$ cat src/rtl/motor_ramp_controller.sv
// Motor speed ramp controller: walks the PWM duty level one step per RAMP_PERIOD
// toward a commanded target and inserts a zero-speed dead time before any reversal.
module motor_ramp_controller #(
    parameter int unsigned RAMP_PERIOD = 1024,
    parameter int unsigned DEAD_CYCLES = 16
) (
    input  logic       FPGA_clk,
    input  logic       FPGA_reset,
    input  logic       cmd_valid,
    output logic       cmd_ready,
    input  logic [3:0] cmd_speed,
    input  logic       cmd_dir,
    input  logic       estop,
    output logic [3:0] speed,
    output logic       dir,
    output logic       busy
);

    typedef enum logic [1:0] {
        ST_IDLE = 2'd0,
        ST_RAMP = 2'd1,
        ST_DEAD = 2'd2
    } state_e;

    localparam logic [15:0] STEP_LAST = 16'(RAMP_PERIOD - 1);
    localparam logic [15:0] DEAD_LAST = 16'(DEAD_CYCLES - 1);

    state_e      state_q, state_d;
    logic [3:0]  speed_q, speed_d;
    logic        dir_q, dir_d;
    logic [3:0]  tgt_speed_q, tgt_speed_d;
    logic        tgt_dir_q, tgt_dir_d;
    logic [15:0] step_cnt_q, step_cnt_d;
    logic [15:0] dead_cnt_q, dead_cnt_d;
    logic [3:0]  eff_s;

    // One saturating level step from cur toward tgt.
    function automatic logic [3:0] step_toward(input logic [3:0] cur, input logic [3:0] tgt);
        logic [3:0] res;
        res = cur;
        if ((tgt > cur) && (cur != 4'd15)) begin
            res = cur + 4'd1;
        end else if ((tgt < cur) && (cur != 4'd0)) begin
            res = cur - 4'd1;
        end else begin
            res = cur;
        end
        return res;
    endfunction

    assign cmd_ready = (state_q == ST_IDLE) && !estop;
    assign speed     = speed_q;
    assign dir       = dir_q;
    assign busy      = (state_q != ST_IDLE);

    // Next-state logic: estop overrides everything, otherwise the IDLE/RAMP/DEAD sequence.
    always_comb begin
        state_d     = state_q;
        speed_d     = speed_q;
        dir_d       = dir_q;
        tgt_speed_d = tgt_speed_q;
        tgt_dir_d   = tgt_dir_q;
        step_cnt_d  = step_cnt_q;
        dead_cnt_d  = dead_cnt_q;
        // A pending reversal ramps to zero first.
        eff_s       = (tgt_dir_q != dir_q) ? 4'd0 : tgt_speed_q;

        if (estop) begin
            state_d     = ST_IDLE;
            speed_d     = 4'd0;
            tgt_speed_d = 4'd0;
            step_cnt_d  = 16'd0;
            dead_cnt_d  = 16'd0;
        end else begin
            case (state_q)
                ST_IDLE: begin
                    if (cmd_valid && cmd_ready) begin
                        tgt_speed_d = cmd_speed;
                        tgt_dir_d   = cmd_dir;
                        step_cnt_d  = 16'd0;
                        state_d     = ST_RAMP;
                    end else begin
                        state_d = ST_IDLE;
                    end
                end
                ST_RAMP: begin
                    if (speed_q == eff_s) begin
                        step_cnt_d = 16'd0;
                        if (tgt_dir_q != dir_q) begin
                            state_d    = ST_DEAD;
                            dead_cnt_d = 16'd0;
                        end else begin
                            state_d = ST_IDLE;
                        end
                    end else if (step_cnt_q == STEP_LAST) begin
                        speed_d    = step_toward(speed_q, eff_s);
                        step_cnt_d = 16'd0;
                    end else begin
                        step_cnt_d = step_cnt_q + 16'd1;
                    end
                end
                ST_DEAD: begin
                    speed_d = 4'd0;
                    if (dead_cnt_q == DEAD_LAST) begin
                        dir_d      = tgt_dir_q;
                        dead_cnt_d = 16'd0;
                        step_cnt_d = 16'd0;
                        state_d    = ST_RAMP;
                    end else begin
                        dead_cnt_d = dead_cnt_q + 16'd1;
                    end
                end
                default: begin
                    state_d    = ST_IDLE;
                    speed_d    = 4'd0;
                    step_cnt_d = 16'd0;
                    dead_cnt_d = 16'd0;
                end
            endcase
        end
    end

    // State and datapath registers with synchronous reset.
    always_ff @(posedge FPGA_clk) begin
        if (FPGA_reset) begin
            state_q     <= ST_IDLE;
            speed_q     <= 4'd0;
            dir_q       <= 1'b0;
            tgt_speed_q <= 4'd0;
            tgt_dir_q   <= 1'b0;
            step_cnt_q  <= 16'd0;
            dead_cnt_q  <= 16'd0;
        end else begin
            state_q     <= state_d;
            speed_q     <= speed_d;
            dir_q       <= dir_d;
            tgt_speed_q <= tgt_speed_d;
            tgt_dir_q   <= tgt_dir_d;
            step_cnt_q  <= step_cnt_d;
            dead_cnt_q  <= dead_cnt_d;
        end
    end

endmodule

$ cat config.mk
export PLATFORM = sky130hd
export DESIGN_NAME = motor_ramp_controller
export DESIGN_NICKNAME = d
export VERILOG_FILES = /design/src/rtl/motor_ramp_controller.sv
export SDC_FILE = /design/constraint.sdc
export NUM_CORES = 1
export LEC_CHECK = 0
export ABC_CLOCK_PERIOD_IN_PS = 4700
export BUFFER_PORTS_ARGS = -buffer_cell sky130_fd_sc_hd__buf_2
export CELL_PAD_IN_SITES_DETAIL_PLACEMENT = 1
export CELL_PAD_IN_SITES_GLOBAL_PLACEMENT = 1
export CORE_MARGIN = 8
export CORE_UTILIZATION = 49
export CTS_CLUSTER_DIAMETER = 150
export DETAILED_ROUTE_END_ITERATION = 6
export MAX_ROUTING_LAYER = met4
export PLACE_DENSITY = 0.94
export SLEW_MARGIN = 20
export SYNTH_ARGS = -nofsm -noshare
export SYNTH_HDL_FRONTEND = slang
export SYNTH_SLANG_ARGS = --single-unit
$ cat constraint.sdc
create_clock -name FPGA_clk -period 4.7 [get_ports FPGA_clk]
set_input_delay 0 -clock FPGA_clk [delete_from_list [all_inputs] [get_ports FPGA_clk]]
set_output_delay 0 -clock FPGA_clk [all_outputs]
set_load 0.02 [all_outputs]
# Yosys cells after proc, flatten, opt, wreduce, memory -nomap -nowiden
# Cells that the tools add are included.
dict set report classes {
  order_cmp 2
  reduce_logical 16
  n_mux 20
  n_bitwise 2
  n_eq_ne 14
  addsub 4
}
# operator count
set op_table {}
lappend op_table {{2-to-1 mux 16 bit} 7}
lappend op_table {{one-hot mux 16 bit (3 select lines)} 2}
lappend op_table {{adder 16 x 1 -> 16 bit (second input constant)} 2}
lappend op_table {{2-to-1 mux 4 bit} 5}
lappend op_table {{== test 16 x 10 -> 1 bit (second input constant)} 1}
lappend op_table {{== test 16 x 4 -> 1 bit (second input constant)} 1}
lappend op_table {{inequality test 2 bit (second input constant)} 5}
lappend op_table {{AND reduction 3 bit} 3}
lappend op_table {{one-hot mux 4 bit (2 select lines)} 1}
lappend op_table {{2-to-1 mux 2 bit} 3}
lappend op_table {{one-hot mux 2 bit (3 select lines)} 1}
lappend op_table {{AND reduction 2 bit} 3}
lappend op_table {{adder 4 x 1 -> 4 bit (second input constant)} 1}
lappend op_table {{== test 4 bit} 1}
lappend op_table {{> comparator 4 bit} 1}
lappend op_table {{logical AND 1 bit} 4}
lappend op_table {{< comparator 4 bit} 1}
lappend op_table {{inequality test 4 bit (second input constant)} 1}
lappend op_table {{AND reduction 4 bit} 1}
lappend op_table {{nonzero test 4 bit} 1}
lappend op_table {{subtractor 4 x 1 -> 4 bit (second input constant)} 1}
lappend op_table {{inequality test 3 bit (second input constant)} 1}
lappend op_table {{== test 2 x 1 -> 1 bit (second input constant)} 1}
lappend op_table {{== test 2 bit (second input constant)} 1}
lappend op_table {{8 further kinds} 9}
dict set report totals {
  reg_bits 44
  wordCells 65
  out_inout_bits 7
  inputBits 9
}

# Longest topological paths before layout
# Gate-level depths: netlist (run 1).
dict set report depth {
  word_depth 9
  mapped_depth 13
  ltp_nobuf 13
}

# Worst setup path before layout (run 1)
# Ideal clock, no wire load.
dict set report synth_timing {
  path_kind {flip-flop to flip-flop}
  startpoint {reg dir_q, in the netlist dir}
  endpoint {reg speed_q[3], in the netlist speed[3]}
  arrival_time_ps 2758
  setup_time_ps 72
  path_buffers 1
  setup_slack_ps 1870
  period_less_slack_ps 2830
  required_ps 4628
  path_stages_with_launch 14
  path_cell_list {dfxtp_1 -> xnor2_1 -> and2_1 -> ha_1 -> and4_4 -> buf_6 -> a41oi_1 -> nand2_1 -> ha_1 -> a21o_1 -> a211oi_1 -> nand3_1 -> a21boi_1 -> mux2i_1}
}
dict set report synth_between {
  elab_chain_cells 8
  word_cells_on_any_way 14
  classes_between {order compare: 2; eq/ne: 4; mux: 5; reduce/logical: 3}
}
# element line_no
set synth_rtl {}
lappend synth_rtl {{from (decl)} 30} ;# logic dir_q, dir_d;
lappend synth_rtl {{from (signal assigned)} 136} ;# dir_q <= dir_d;
lappend synth_rtl {{inequality test 1 bit (*)} 66} ;# eff_s = (tgt_dir_q != dir_q) ? 4'd0 : tgt_speed_q;
lappend synth_rtl {{2-to-1 mux 4 bit (*)} 66}
lappend synth_rtl {{> comparator 4 bit} 41} ;# if ((tgt > cur) && (cur != 4'd15)) begin
lappend synth_rtl {{logical AND 1 bit} 41}
lappend synth_rtl {{2-to-1 mux 4 bit} 41}
lappend synth_rtl {{2-to-1 mux 4 bit} 95} ;# end else if (step_cnt_q == STEP_LAST) begin
lappend synth_rtl {{2-to-1 mux 4 bit} 87} ;# if (speed_q == eff_s) begin
lappend synth_rtl {{one-hot mux 4 bit (2 select lines)} 75} ;# case (state_q)
lappend synth_rtl {{to (signal assigned)} 135} ;# speed_q <= speed_d;
lappend synth_rtl {{to (decl)} 29} ;# logic [3:0] speed_q, speed_d;
# Every way passes the cells marked *; elsewhere a longest branch is shown, timed or not. The select of a mux whose other input is x is not followed.
# A chain may end at the register's enable or synchronous reset.

# Final worst setup path (run 1)
dict set report layout_timing {
  startpoint {reg tgt_dir_q}
  endpoint {reg speed_q[3], in the netlist speed[3]}
}
dict set report layout_between {
  elab_chain_cells 8
  word_cells_on_any_way 14
  classes_between {order compare: 2; eq/ne: 4; mux: 5; reduce/logical: 3}
}
# element line_no
set layout_rtl {}
lappend layout_rtl {{from (decl)} 32} ;# logic tgt_dir_q, tgt_dir_d;
lappend layout_rtl {{from (signal assigned)} 138} ;# tgt_dir_q <= tgt_dir_d;
lappend layout_rtl {{inequality test 1 bit (*)} 66}
lappend layout_rtl {{2-to-1 mux 4 bit (*)} 66}
lappend layout_rtl {{> comparator 4 bit} 41}
lappend layout_rtl {{logical AND 1 bit} 41}
lappend layout_rtl {{2-to-1 mux 4 bit} 41}
lappend layout_rtl {{2-to-1 mux 4 bit} 95}
lappend layout_rtl {{2-to-1 mux 4 bit} 87}
lappend layout_rtl {{one-hot mux 4 bit (2 select lines)} 75}
# Marked as above.

==> results of run 1 <==
critical path, cell delays in order (launching register included):
cell and delay [ns]:
dfxtp_1 0.47, xnor2_1 0.15, and2_1 0.19, ha_1 0.29, nor2b_1 0.13, o211ai_1 0.37
nand2_1 0.09, nand2_1 0.14, ha_1 0.25, a21o_1 0.19, a211oi_1 0.24, nand3_1 0.10
a21boi_1 0.20, mux2i_1 0.20
final timing paths:
path                  start              to  slack [ns]  cells past startpoint
max               tgt_dir_q        speed[3]        1.61                     13
min                   estop      state_q[0]        0.07                      3
max reg2reg       tgt_dir_q        speed[3]        1.61                     13
min reg2reg  step_cnt_q[15]  step_cnt_q[15]        0.49                      1
metal layers:
metal	vias to the layer above	routed length, um
met1	1217	3100
met3	18	159
met5	-	0
met2	39	3860
met4	0	192
li1	1159	-
stage by stage:
stage	cells	setup WS [ns]	area (um2)	power, uW	hold WS [ns]
5_1_grt	388	1.41	2750	794	0.0898
6_report	388	1.61	2750	769	0.0664
2_1_floorplan	304	1.87	2450	414	0.0724
3_3_place_gp	375	1.91	2560	424	0.202
4_1_cts	388	1.66	2750	767	0.0571
3_5_place_dp	375	1.69	2560	426	0.219
power breakdown:
group | internal (uW) | leakage (uW) | switching (uW)
Sequential | 374 | 0.000355 | 2.15
Combinational | 18.2 | 0.000525 | 28.8
Clock | 209 | 0.0000642 | 136
registers in the layout (all words and copies together), names as in the netlist:
signal	count
dead_cnt_q	16
step_cnt_q	16
state_q	2
tgt_speed_q	4
dir	1
speed	4
tgt_dir_q	1
area by class of cell:
| class | count | area (um2) |
|---|---|---|
| sequential | 44 | 881 |
| fill | 602 | 2030 |
| inverter | 10 | 37.5 |
| multi-input combinational | 238 | 1480 |
| tap | 67 | 83.8 |
| timing repair buffer | 22 | 143 |
| clock buffer | 5 | 68.8 |
| clock inverter | 2 | 60.1 |
layout by cell type, fill, tap and decap left out, types with 5 or more instances in the layout:
| cell type | Yosys | routed |
|---|---|---|
| a211oi_1 | 6 | 6 |
| a21oi_1 | 24 | 24 |
| o21ai_0 | 12 | 12 |
| clkbuf_8 | 0 | 5 |
| nand4_1 | 7 | 7 |
| nand2_1 | 26 | 26 |
| ha_1 | 8 | 8 |
| a31oi_1 | 9 | 9 |
| nand3_1 | 19 | 19 |
| dlygate4sd3_1 | 0 | 6 |
| buf_2 | 2 | 15 |
| mux2i_1 | 11 | 11 |
| inv_1 | 10 | 10 |
| nor3_1 | 14 | 14 |
| nor2_1 | 32 | 32 |
| dfxtp_1 | 44 | 44 |
cells by family (layout without fill, tap and decap cells):
| kind of cell | count (synthesis) | in the layout | synth area share, % |
|---|---|---|---|
| simple gates | 135 | 135 | 28.1 |
| xor+xnor | 7 | 7 | 2.50 |
| buf+inv | 22 | 39 | 3.78 |
| fa+ha+maj | 9 | 9 | 4.90 |
| flops | 44 | 44 | 35.9 |
| mux | 11 | 11 | 4.49 |
| compound gates | 76 | 76 | 20.3 |
==> flow_summary_export.csv, run 1 <==
group,metric,value,unit
hold_path,hp-class,"primary input to register",
timing,period_share,65.8,%
yosys,async_flop_share,0,%
yosys,synth_edf_count,0,
drt,routed_wl,7310,um
die,die_h,86.7,um
power_and_ir_drop,ir_drop,158,uV
critical_path,arrival,3.32,ns
power_and_ir_drop,p_leak,0.000944,uW
drt,drc_errors,0,
drt,routed_via_density,6.27,
global_routing,antenna_found_initial,0,
power_and_ir_drop,powerDensity,279,mW/mm2
drt,drtIter0Drc,106,
clocking,clock-sinks,44,
cells_and_area,nets,339,
clocking,post_cts_buffers,0,
cells_and_area,drive_above_1_share,9.03,%
clocking,cts.clk_slew.worst_paths,0.10,ns
global_routing,overflow,0,
drt,dr_total_vias,2433,
yosys,synth_top_area_share,35.9,%
yosys,netlist_area,0.00245,mm2
cells_and_area,final_core_util,57.5,%
die,die-area,0.00752,mm2
yosys,netlist_top_cells_count,"dfxtp_1, nor2_1, nand2_1",
cells_and_area,diodes,0,
timing,fin_skew,0.0164,ns
yosys,ys_ff_latch,44,
critical_path,worstPathMaxFanout,5,
yosys,yosys_most_used_dff,"dfxtp_1",
timing,rsz0062_at_grt,"false",
critical_path,crit_required,4.93,ns
cells_and_area,syn2layout_area_growth,12.3,%
drt,wl_per_cell,18.8,um
global_routing,gr-max-usage-layer,"met2",
place,hpwl,4820,um
global_routing,met2_usage,37.4,%
run_status,outcome,"finished clean",
timing,min_period,3.09,ns
timing,slew_viol_final,0,
clocking,clock_latency,0.31,ns
yosys,synthCells,304,
die,rows,25,
clocking,cts_tree,"built",
critical_path,endpoint_kind,"register",
job,drv_cap,0,
global_routing,grt_use_met3,3.69,%
global_routing,grt_pass1_vias,2555,
clocking,hold_buffers,6,
clocking,post_cts_resized,0,
critical_path,cp-start-kind,"register",
die,die_w,86.7,um
timing,slew_headroom,34.5,%
global_routing,grt_use_total,21.0,%
yosys,yosys.area.top_type,"dfxtp_1",
yosys,ys_types,49,
global_routing,grt_start_max_net_pins,35,
timing,worst_pin_slew,0.978,ns
global_routing,grt_use_met1,22.2,%
timing,setup_viol,0,
clocking,cts-buffers-inserted,5,
yosys,yosysWarnings,0,
clocking,clockBufferDepth,2,
clocking,cts_max_level,2,
yosys,synth.most_common_cell,"dfxtp_1",
yosys,synthTopCellsByArea,"dfxtp_1, a21oi_1, nor2_1",
yosys,ys_seq_area_share,35.9,%
place,gp_routability_congestion,0.841,
die,io_pins,16,
yosys,syn-num-nets,322,
global_routing,grt_first_pass_wirelength,12400,um
timing,fmax,323,MHz
clocking,cts-root-buf,"clkbuf_8",
drt,first_pass_iters,4,
yosys,postSynthAreaPerCell,8.06,um2
critical_path,crit_type,"register to register",
die,core_area,0.00479,mm2
die,start_util,51.2,%
timing,fin_tns_setup,0,ns
timing,hold_viol_final,0,
drt,drtAntennaViolNets,0,
place,numPortBuffers,15,
No activity file was read; power rests on OpenSTA's default activity.
==> inputs of run 2 (changes only) <==
ABC_AREA = 1   (was unset)
ABC_CLOCK_PERIOD_IN_PS = 3040   (was 4700)
CORE_UTILIZATION = 44   (was 49)
PLACE_DENSITY = 0.89   (was 0.94)
clock period = 3.04 ns   (was 4.7 ns; I/O delays follow)
==> flow_summary_export.csv, run 2 <==
group,metric,value,unit
critical_path,reg2reg_to,"speed[3]",
yosys,syn-num-nets,431,
critical_path,crit-reg2reg-launch,"tgt_dir_q",
place,gp_routability_congestion,0.873,
drt,routed_via_density,5.44,
critical_path,worstPathMaxFanout,6,
cells_and_area,final_common_cell,"nand2_1",
die,core_area,0.00599,mm2
clocking,cts-buffers-inserted,5,
critical_path,arrival,3.04,ns
drt,wl_per_cell,15.4,um
yosys,async_flop_share,0,%
yosys,postSynthAreaPerCell,6.65,um2
timing,fin_skew,0.0106,ns
clocking,clockBufferDepth,2,
global_routing,overflow,0,
timing,fmax,357,MHz
job,drv_cap,0,
timing,worst_pin_slew,0.613,ns
place,numPortBuffers,15,
yosys,synthCells,413,
yosys,ys_ff_latch,44,
power_and_ir_drop,ir_drop,192,uV
timing,fin_tns_setup,0,ns
place,placed_area,0.00290,mm2
die,die_h,95.0,um
timing,rsz0062_at_grt,"false",
place,hpwl,5880,um
die,die-area,0.00903,mm2
die,rows,28,
timing,period_share,92.2,%
yosys,ys_types,35,
hold_path,hp-class,"primary input to register",
yosys,yosys_most_used_dff,"dfxtp_1",
cells_and_area,diodes,0,
clocking,cts-root-buf,"clkbuf_8",
critical_path,setup.worst_path.start,"tgt_dir_q",
critical_path,rrSetupSlack,0.24,ns
cells_and_area,final_cell_mix,"nand2_1, inv_1, nor2_1, dfxtp_1, a21oi_1",
drt,dr_total_vias,2798,
power_and_ir_drop,powerDensity,372,mW/mm2
cells_and_area,final_core_util,51.4,%
clocking,cts_tree,"built",
global_routing,grt_start_max_net_pins,19,
die,io_pins,16,
drt,drtAntennaViolNets,0,
cells_and_area,n_fill_cell,819,
yosys,synth_edf_count,0,
die,die_w,95.0,um
yosys,yosysWarnings,0,
power_and_ir_drop,p_total,1150,uW
critical_path,reg2reg_depth,15,
drt,routed_wl,7890,um
global_routing,grt_first_pass_wirelength,13300,um
clocking,cts.clk_slew.worst_paths,0.09,ns
timing,min_period,2.80,ns
run_status,outcome,"finished clean",
critical_path,endpoint_kind,"register",
yosys,synthTopCellsByArea,"dfxtp_1, nand2_1, inv_1",
cells_and_area,fin_area,0.00308,mm2
clocking,clock_latency,0.31,ns
drt,drc_errors,0,
place,dp_slack,0.316,ns
cells_and_area,nets,456,
critical_path,setup.worst_path.end,"speed[3]",
yosys,ys_seq_area_share,32.1,%
timing,hold_viol_final,0,
global_routing,grt_pass1_vias,2887,
timing,slew_viol_final,0,
cells_and_area,syn2layout_area_growth,12.1,%
drt,drtIter0Drc,125,
yosys,netlist_top_cells_count,"nand2_1, inv_1, nor2_1",
die,start_util,45.9,%
timing,fin_ws,0.236,ns
yosys,synth_top_area_share,32.1,%
critical_path,crit_type,"register to register",
yosys,synth.most_common_cell,"nand2_1",
yosys,yosys.area.top_type,"dfxtp_1",
drt,first_pass_iters,4,
global_routing,grt_use_total,18.9,%
timing,setup_viol,0,
cells_and_area,largestRegisters,"dead_cnt_q: 16 flops, step_cnt_q: 16 flops",
clocking,clock-sinks,44,
yosys,netlist_area,0.00275,mm2
global_routing,antenna_found_initial,0,
cells_and_area,drive_above_1_share,14.6,%
power_and_ir_drop,p_leak,0.00122,uW
critical_path,cp-start-kind,"register",
timing,slew_headroom,59.1,%
critical_path,crit_required,3.28,ns
clocking,cts_max_level,2,
## run 2: per-stage QoR
| step | hold slack (ns) | std cells |
|---|---|---|
| 2_1_floorplan | 0.0363 | 413 |
| 3_3_place_gp | 0.200 | 500 |
| 3_5_place_dp | 0.208 | 500 |
| 4_1_cts | 0.136 | 514 |
| 5_1_grt | 0.182 | 514 |
| 6_report | 0.157 | 514 |
## run 2: cell families (layout without fill, tap and decap cells)
group	Yosys count	after routing	synth area share [%]
xor+xnor	5	5	1.87
flops	44	44	32.1
buf+inv	69	95	10.1
simple gates	227	227	40.1
fa+ha+maj	9	9	4.37
compound gates	59	59	11.5
## run 2: layout make-up
class	count	area, um2	area share, %
Clock inverter	3	42.5	1.38
Multi-Input combinational cell	300	1600	52.0
Clock buffer	5	68.8	2.23
Sequential cell	44	881	28.6
Tap cell	75	93.8	3.05
Timing Repair Buffer	23	150	4.88
Inverter	64	241	7.84
## run 2: worst min path at each step
stage	from	to	slack [ns]	cells past startpoint
finish	cmd_valid	tgt_speed_q[2]	0.16	3
global route	cmd_valid	tgt_speed_q[1]	0.18	3
CTS	cmd_valid	tgt_speed_q[2]	0.14	3
detailed placement	FPGA_reset	dir	0.21	2
global placement	FPGA_reset	dir	0.20	2
floorplan	estop	cmd_ready	0.04	1
## run 2: where the power goes
| part | switching [uW] | internal [uW] | leakage [uW] |
|---|---|---|---|
| combinational | 68.1 | 33.8 | 0.000810 |
| clock | 217 | 243 | 0.0000541 |
| sequential | 3.98 | 580 | 0.000355 |
## run 2: routing by layer
metal | routed length (um) | up-vias | GRT usage [%]
li1 | - | 1390 | -
met1 | 3390 | 1343 | 20.3
met2 | 4130 | 49 | 34.7
met3 | 233 | 16 | 2.91
met4 | 141 | 0 | 5.98
met5 | 0 | - | -
## run 2: repair_timing
action,CTS,global route
endpoints found under the setup margin,0,1
hold buffers,6,0
setup buffers,0,0
endpoints found under the hold margin,6,0
resized for setup,0,1
## run 2: worst max-delay path: stages, from the launching register on
cell,delay (ns)
dfxtp_1,0.37
xor2_4,0.22
or2_2,0.29
ha_1,0.28
nand2_1,0.08
nor2_2,0.04
nor2_1,0.16
nand2_1,0.18
ha_1,0.36
a21oi_1,0.23
nand3_1,0.14
nand2_1,0.09
nand2_1,0.05
nand2_1,0.07
nand2_1,0.05
a21oi_1,0.12
==> inputs of run 3 (changes only) <==
ABC_CLOCK_PERIOD_IN_PS = 2710   (was 3040)
clock period = 2.71 ns   (was 3.04 ns; I/O delays follow)
==> flow_summary_export.csv, run 3 (synthesis gave the netlist of run 2 again) <==
group,metric,value,unit
timing,fin_skew,0.00976,ns
drt,drtIter0Drc,121,
global_routing,grt_use_met3,3.46,%
timing,min_period,2.63,ns
clocking,clockBufferDepth,2,
cells_and_area,nets,459,
timing,hold_slack,0.0633,ns
critical_path,crit-reg2reg-launch,"tgt_dir_q",
drt,wl_per_cell,17.4,um
hold_path,hold_depth,3,
place,dp_slack,-0.0204,ns
clocking,clock-sinks,44,
cells_and_area,largestRegisters,"dead_cnt_q: 16 flops, step_cnt_q: 16 flops",
critical_path,crit_top_cell,"nand2_1",
global_routing,gr-max-usage-layer,"met2",
cells_and_area,final_common_cell,"nand2_1",
power_and_ir_drop,p_leak,0.00124,uW
power_and_ir_drop,ir_drop,261,uV
clocking,clock_latency,0.31,ns
cells_and_area,diodes,0,
place,hpwl,6080,um
cells_and_area,final_cell_mix,"nand2_1, inv_1, nor2_1, dfxtp_1, a21oi_1",
global_routing,grt_start_max_net_pins,19,
global_routing,grt_pass1_vias,2965,
critical_path,arrival,2.86,ns
timing,slew_viol_final,0,
cells_and_area,syn2layout_area_growth,13.7,%
die,die_h,95.0,um
global_routing,overflow,0,
die,die-area,0.00903,mm2
critical_path,worstPathMaxFanout,6,
timing,period_share,97.1,%
critical_path,endpoint_kind,"register",
place,gp_routability_congestion,0.864,
timing,fin_ws,0.0786,ns
run_status,outcome,"finished clean",
drt,dr_total_vias,2889,
place,place_inst,503,
critical_path,crit_required,2.94,ns
drt,routed_wl,9010,um
critical_path,reg2reg_to,"speed[3]",
drt,routed_via_density,5.59,
global_routing,antenna_found_initial,0,
timing,setup_viol,0,
critical_path,critical-path-max-stage-delay,0.37,ns
critical_path,cp-start-kind,"register",
critical_path,setup.worst_path.start,"tgt_dir_q",
clocking,cts_max_level,2,
global_routing,grt_use_total,19.7,%
die,start_util,45.9,%
global_routing,grt_use_met1,21.2,%
critical_path,rrSetupSlack,0.08,ns
timing,worst_pin_slew,0.633,ns
critical_path,crit_type,"register to register",
die,rows,28,
drt,first_pass_iters,4,
clocking,cts_tree,"built",
place,numPortBuffers,15,
cells_and_area,instances_no_fill,517,
critical_path,path_cells,"xor2_4, or2_2, ha_1, nand2_1, nor2_2, nor2_2, nand2_2, ha_4, nand3_1, nand3_1, nand4_1, nand2_1, nand2_1, a21oi_1",
die,core_area,0.00599,mm2
cells_and_area,drive_above_1_share,16.7,%
critical_path,setup.worst_path.end,"speed[3]",
timing,hold_viol_final,0,
die,io_pins,16,
timing,fmax,380,MHz
job,drv_cap,0,
drt,drtAntennaViolNets,0,
critical_path,reg2reg_depth,14,
die,die_w,95.0,um
hold_path,hp-class,"primary input to register",
clocking,cts.clk_slew.worst_paths,0.09,ns
clocking,cts-buffers-inserted,5,
clocking,cts-root-buf,"clkbuf_8",
critical_path,crit_slowest_cell,"dfxtp_2",
global_routing,met2_usage,34.9,%
drt,drc_errors,0,
timing,slew_headroom,57.8,%
global_routing,grt_first_pass_wirelength,13800,um
power_and_ir_drop,powerDensity,423,mW/mm2
==> run 3: cell count changes in the layout (fill, tap and decap cells not counted), sizes merged <==
cell	change
dlygate4sd3	-1
buf	+4
==> run 3: power by group <==
group / total, uW / internal (uW) / switching (uW)
logic: 125 / 41.1 / 83.5
registers: 656 / 651 / 4.98
clock network: 540 / 274 / 266
==> run 3: timing repair <==
item / 4_1_cts / 5_1_grt
hold buffers: 5 / 0
setup buffers: 0 / 1
pin swaps: 0 / 1
setup endpoints to repair: 1 / 1
endpoints found under the hold margin: 5 / 0
resized for setup: 2 / 5
==> run 3: layout make-up <==
cell class	instances	area, um2
clock buffer	5	68.8
clock inverter	3	42.5
fill	804	2870
inverter	64	241
multi-input combinational	300	1620
sequential	44	883
tap	75	93.8
timing repair buffer	26	170
==> run 3: worst min-delay path by stage <==
stage,from,to,slack (ns)
after global routing,cmd_speed[0],tgt_speed_q[0],0.11
after floorplan,estop,cmd_ready,0.04
after CTS,cmd_speed[0],tgt_speed_q[0],0.001
final,cmd_speed[0],tgt_speed_q[0],0.06
after detailed placement,FPGA_reset,dir,0.22
after global placement,FPGA_reset,dir,0.20
==> run 3: layer usage <==
layer  up-vias  part of all wire (%)
met4         0                   1.9
met5         -                     0
met2        70                    54
met3        18                   3.0
li1       1395                     -
met1      1406                    42
==> run 3: worst max-delay path: cells and delay by family (launching register included) <==
kind / cells / cell delay, ns
AO/OA/AOI/OAI: 1 / 0.14
flip-flops: 1 / 0.37
adder cells (fa/ha/maj): 2 / 0.57
XOR/XNOR: 1 / 0.21
AND/OR/NAND/NOR: 10 / 1.26
==> run 3: through the flow <==
| step | cell area [um2] | power (uW) | util (%) | TNS (ns) |
|---|---|---|---|---|
| floorplan | 2750 | 742 | - | 0 |
| finish | 3120 | 1320 | 52.1 | 0 |
| global placement | 2920 | 769 | 48.7 | 0 |
| global route | 3120 | 1340 | 52.1 | -0.0721 |
| detailed placement | 2920 | 774 | 48.7 | -0.0204 |
| CTS | 3090 | 1300 | 51.5 | 0 |
